$ cat config.mk
export PLATFORM = sky130hd
export DESIGN_NAME = diffusion_pipe
export DESIGN_NICKNAME = d
export VERILOG_FILES = /design/src/rtl/diffusion_pipe.sv
export SDC_FILE = /design/constraint.sdc
export NUM_CORES = 2
export LEC_CHECK = 0
export ABC_AREA = 1
export ABC_CLOCK_PERIOD_IN_PS = 19200
export BUFFER_PORTS_ARGS = -buffer_cell sky130_fd_sc_hd__buf_2
export CAP_MARGIN = 5
export CORE_MARGIN = 1.5
export CORE_UTILIZATION = 40
export CTS_CLUSTER_SIZE = 25
export DETAILED_ROUTE_END_ITERATION = 10
export PLACE_DENSITY = 0.58
export REMOVE_ABC_BUFFERS = 1
export SYNTH_ARGS = -nofsm -noshare
export SYNTH_HDL_FRONTEND = slang
export SYNTH_SLANG_ARGS = --single-unit
$ cat constraint.sdc
create_clock -name clk -period 19.2 [get_ports clk]
set_input_delay 4.8 -clock clk [delete_from_list [all_inputs] [get_ports clk]]
set_output_delay 4.8 -clock clk [all_outputs]
set_load 0.01 [all_outputs]
$ cat src/rtl/diffusion_pipe.sv
// Diffusion cell update: u_next = u + (alpha/2)*(avg(nbr) - u), frozen = (u_next + v) >= 1.0.
// Four register stages, result on out_* four cycles after acceptance; one transaction per cycle.
// Whole pipe stalls while out_valid & ~out_ready; in_ready = out_ready | ~out_valid. Saturation: `DIFF_SAT_EN.
module diffusion_pipe #(
  parameter int WIDTH = 18,
  parameter int FRAC  = 16,
  parameter int NBR   = 6,
  parameter int IDXW  = 16,
  parameter int CNTW  = 20
) (
  input  logic                  clk,
  input  logic                  reset,
  input  logic                  in_valid,
  output logic                  in_ready,
  input  logic [NBR*WIDTH-1:0]  in_nbr,
  input  logic [WIDTH-1:0]      in_u,
  input  logic [WIDTH-1:0]      in_v,
  input  logic [WIDTH-1:0]      in_alpha,
  input  logic [IDXW-1:0]       in_idx,
  output logic                  out_valid,
  input  logic                  out_ready,
  output logic [WIDTH-1:0]      out_u,
  output logic                  out_frozen,
  output logic                  out_sat,
  output logic [IDXW-1:0]       out_idx,
  input  logic                  cnt_clr,
  output logic [CNTW-1:0]       frozen_cnt
);

  localparam int SW    = WIDTH + $clog2(NBR);
  localparam int PW2   = SW + WIDTH;
  localparam int PW3   = 2 * WIDTH + 1;
  localparam int RECIP = (1 << FRAC) / NBR;
  localparam logic signed [WIDTH-1:0] RECIP_W = WIDTH'(RECIP);
  localparam logic signed [WIDTH:0]   ONE_FX  = (WIDTH+1)'(1 << FRAC);
  localparam logic [CNTW-1:0]         CNT_MAX = '1;
`ifdef DIFF_SAT_EN
  localparam logic signed [WIDTH+1:0] RAW_MAX = (WIDTH+2)'((1 << (WIDTH-1)) - 1);
  localparam logic signed [WIDTH+1:0] RAW_MIN = (WIDTH+2)'(-(1 << (WIDTH-1)));
`endif

  logic adv;
  logic s1_vld, s2_vld, s3_vld;
  logic signed [SW-1:0]    nbr_sum, s1_sum;
  logic signed [WIDTH-1:0] s1_u, s1_v, s1_alpha;
  logic signed [WIDTH-1:0] s2_avg, s2_u, s2_v, s2_alpha;
  logic signed [WIDTH-1:0] s3_u, s3_v;
  logic signed [WIDTH:0]   s3_lap;
  logic [IDXW-1:0]         s1_idx, s2_idx, s3_idx;

  logic signed [PW2-1:0]   avg_prod;
  logic signed [WIDTH-1:0] avg_nxt;
  logic signed [WIDTH:0]   diff;
  logic signed [WIDTH-1:0] alpha_half;
  logic signed [PW3-1:0]   lap_prod;
  logic signed [WIDTH:0]   lap_nxt;
  logic signed [WIDTH+1:0] raw;
  logic signed [WIDTH-1:0] u_nxt;
  logic                    sat_nxt;
  logic signed [WIDTH:0]   frz_sum;
  logic                    frz_nxt;

  // The whole pipe moves as one when the output slot is free or being drained.
  assign adv      = out_ready | ~out_valid;
  assign in_ready = adv;

  // S1 input: neighbour sum, widened so it can never overflow.
  always_comb begin
    nbr_sum = '0;
    for (int k = 0; k < NBR; k++) begin
      nbr_sum = nbr_sum + SW'($signed(in_nbr[k*WIDTH +: WIDTH]));
    end
  end

  // S2 input: average via reciprocal multiply, floor-rescaled then truncated.
  always_comb begin
    avg_prod = PW2'(s1_sum) * PW2'(RECIP_W);
    avg_nxt  = WIDTH'(avg_prod >>> FRAC);
  end

  // S3 input: Laplacian term (alpha/2)*(avg - u).
  always_comb begin
    diff       = (WIDTH+1)'(s2_avg) - (WIDTH+1)'(s2_u);
    alpha_half = s2_alpha >>> 1;
    lap_prod   = PW3'(alpha_half) * PW3'(diff);
    lap_nxt    = (WIDTH+1)'(lap_prod >>> FRAC);
  end

  // S4 input: update, resize (clamp or wrap) and frozen test on the final value.
  always_comb begin
    raw     = (WIDTH+2)'(s3_u) + (WIDTH+2)'(s3_lap);
    u_nxt   = WIDTH'(raw);
    sat_nxt = 1'b0;
`ifdef DIFF_SAT_EN
    if (raw > RAW_MAX) begin
      u_nxt   = WIDTH'(RAW_MAX);
      sat_nxt = 1'b1;
    end else if (raw < RAW_MIN) begin
      u_nxt   = WIDTH'(RAW_MIN);
      sat_nxt = 1'b1;
    end
`endif
    frz_sum = (WIDTH+1)'(u_nxt) + (WIDTH+1)'(s3_v);
    frz_nxt = (frz_sum >= ONE_FX);
  end

  // Stage valids and output registers: cleared by reset, advance together.
  always_ff @(posedge clk) begin
    if (reset) begin
      s1_vld     <= 1'b0;
      s2_vld     <= 1'b0;
      s3_vld     <= 1'b0;
      out_valid  <= 1'b0;
      out_u      <= '0;
      out_frozen <= 1'b0;
      out_sat    <= 1'b0;
      out_idx    <= '0;
    end else if (adv) begin
      s1_vld     <= in_valid;
      s2_vld     <= s1_vld;
      s3_vld     <= s2_vld;
      out_valid  <= s3_vld;
      out_u      <= u_nxt;
      out_frozen <= frz_nxt;
      out_sat    <= sat_nxt;
      out_idx    <= s3_idx;
    end
  end

  // Intermediate datapath registers; contents are only meaningful under their valid.
  always_ff @(posedge clk) begin
    if (adv) begin
      s1_sum   <= nbr_sum;
      s1_u     <= in_u;
      s1_v     <= in_v;
      s1_alpha <= in_alpha;
      s1_idx   <= in_idx;
      s2_avg   <= avg_nxt;
      s2_u     <= s1_u;
      s2_v     <= s1_v;
      s2_alpha <= s1_alpha;
      s2_idx   <= s1_idx;
      s3_lap   <= lap_nxt;
      s3_u     <= s2_u;
      s3_v     <= s2_v;
      s3_idx   <= s2_idx;
    end
  end

  // Frozen-result counter: saturating, clear has priority over increment.
  always_ff @(posedge clk) begin
    if (reset || cnt_clr) begin
      frozen_cnt <= '0;
    end else if (out_valid && out_ready && out_frozen && (frozen_cnt != CNT_MAX)) begin
      frozen_cnt <= frozen_cnt + CNTW'(1);
    end
  end

endmodule

==> impl_results.md <==
- Met2 usage: 0.3320
- Clock Tree Buf Depth: 3
- Initial Util: 0.4057
- CTS tree: built
- Synth area leaders: fa_1 (31%), edfxtp_1 (24%), ha_1 (11%)
- WHS Endpoint: s2_idx[12]
- Top reg by flops: s1_sum
- Regs by FF count: s1_sum x21, frozen_cnt x20
- R2R cell count: 32
- HP Start: s1_idx[12]
- Fmax: 0.09344 GHz
- CP Launch Type: primary input
- HP Class: flip-flop to flip-flop
- H-Tree Depth: 2
- Syn-to-layout area delta: 11.41%
- Slew margin rel.: 0.1591
- Most used DFF post-synth: edfxtp_1
- Sequential fraction of the synthesis area: 0.2727
- Synth area leader: fa_1
- Post-Syn Area: 31540 um2
- First-pass GRT wire length: 118500 um
- Drt wl/cell: 15.97 um
- Worst Tran Pin Value: 1.257 ns
- Fin Setup TNS: 0 ns
- CP max FO: 72
- Std-Cell Rows: 102
- Reg2Reg Setup Slack: 10.99 ns
- Drt total wl: 72830 um
- Reg2reg end: s3_lap[17]
- # hold bufs at CTS: 0
- Synth Instances: 3247
- RSZ-0062 raised after global routing: no
- # setup viols final: 0
- DRC: 0
- Die Area: 80530 um2
- Core area: 77720 um2
- Total track usage: 0.1864
- Largest net degree at the start of global routing: 90
- Syn avg cell area: 9.712 um2
- # Post-CTS Setup Buffers: 0
- First-pass DRT Iterations: 5
- Clk slew on worst S/H paths: 0.06 ns
- Worst path slowest cell: inv_8
- I/O pins: 241
- Final Core Density: 0.4520
- Status: complete, no violations
- Placer Congestion: 0.9064
- Die width: 283.8 um
- Routed via count: 21.75k
- Design area: 35130 um2
- Synth cell types: 53
- Met1 GRT Util: 0.2313
- Vias/cell: 4.769
- Layout cells sized above 1: 0.09946
- Most common cell in the netlist: inv_1
- Async set-reset flop share out of synthesis: 0
- Clock Skew: 0.05056 ns
- Crit path top cell by count: buf_2
- HPWL Detailed: 60460 um
- Max reg flops: 21
- Worst path max stage delay: 0.42 ns
- Hold Fails Final Rpt: 0
- Fin. max-slew vios: 0
- Iter 0 DRT Violations: 1124
- CP Cell Sequence: buf_2 -> nor2_2 -> buf_4 -> inv_8 -> buf_2
- Commonest cells post-synth: inv_1 (760), fa_1 (486), nand2_1 (432)
- Hold path cells: 0
- WP data required: 14.40 ns
- Initial antenna violation count: 3
- GRT busiest layer: met2
- Grt total ovfl: 0
- CTS Sinks: 306
- #FFs+latches synth: 306
- Tmin final: 10.70 ns
- Max-Cap Viols: 0
- Port Buf Inserts: 238
- Clk root buf: clkbuf_16
- Post-synth top area share: 0.3085
- Clk Latency, worst-skew pair: 0.59 ns
- Die outline height: 283.8 um
- Routed Antenna Nets: 0
- Total CTS buffers: 36
- Crit. End Element: output port
- CP Data Arrival Time: 5.90 ns
- Post-DP Area: 33960 um2
- Vias in the first global route: 22.94k
- Setup CP Type: primary input to output port
- Final #Nets: 4441
- Syn. warnings: 0
- Number of synthesized flops with an enable pin: 247
- M3 GR Usage: 0.02500
- Launching point of the worst reg2reg path: s2_u[5]
- Fin crit share: 0.5574
- Quantity of gates resized following cts: 0
==> worst max path at each step <==
| stage | startpoint | endpoint | cells past startpoint |
|---|---|---|---|
| floorplan | out_ready | in_ready | 2 |
| global placement | out_ready | in_ready | 5 |
| global route | out_ready | in_ready | 5 |
| CTS | out_ready | in_ready | 5 |
| finish | out_ready | in_ready | 5 |
| detailed placement | out_ready | in_ready | 5 |
==> metrics by stage <==
step	std cells	hold WS (ns)	worst slack [ns]
2_1_floorplan	3201	0.4003	3.375
3_3_place_gp	4493	0.4002	8.481
3_5_place_dp	4493	0.4045	8.476
4_1_cts	4559	0.4042	8.477
5_1_grt	4560	0.4129	8.407
6_report	4561	0.3990	8.498
==> worst max-delay path: cells and delay by family <==
family / cells / cell delay, ns
buf+inv: 4 / 0.97
simple gates: 1 / 0.03
==> kinds of logic (layout without fill, tap and decap cells) <==
group,count (synthesis),count (layout),synth area share
simple gates,914,914,0.1192
buf+inv,824,1096,0.09891
fa+ha+maj,767,767,0.4200
compound gates,340,340,0.06023
flops,306,306,0.2727
xor+xnor,95,95,0.02888
other cells,1,3,0.0001189
==> cell usage in the layout (no fill, tap or decap), drive strengths merged, types with 3 or more instances in the layout <==
cell type / count
inv: 776
fa: 486
nand2: 437
nor2: 320
ha: 281
buf: 252
edfxtp: 247
a21oi: 159
o21ai: 113
nand3: 75
xor2: 71
dfxtp: 59
clkbuf: 47
nor3: 31
nand4: 27
xnor2: 24
clkinv: 19
a21o: 17
o21bai: 12
nor4: 11
a31oi: 10
o21a: 7
o211ai: 5
o31ai: 5
o221ai: 4
nand3b: 4
and3: 3
==> final cells by class <==
cell class | count | area [um2]
diodes | 2 | 5.005
repair buffers | 252 | 1296
well taps | 1040 | 1301
multi-input cells | 2117 | 19840
clock inverters | 19 | 182.7
fillers | 7507 | 42590
inverters | 778 | 2930
flip-flops and latches | 306 | 8598
clock buffers | 47 | 983.4
==> metal layers <==
| metal | wire length (um) | part of all wire |
|---|---|---|
| met1 | 30870 | 0.42 |
| met2 | 36170 | 0.50 |
| met4 | 2617 | 0.036 |
| met5 | 8 | 0.00011 |
| met3 | 3171 | 0.044 |
Power is not shown: default switching activity piles up to over one toggle a cycle in this logic, so the estimate is an artifact.
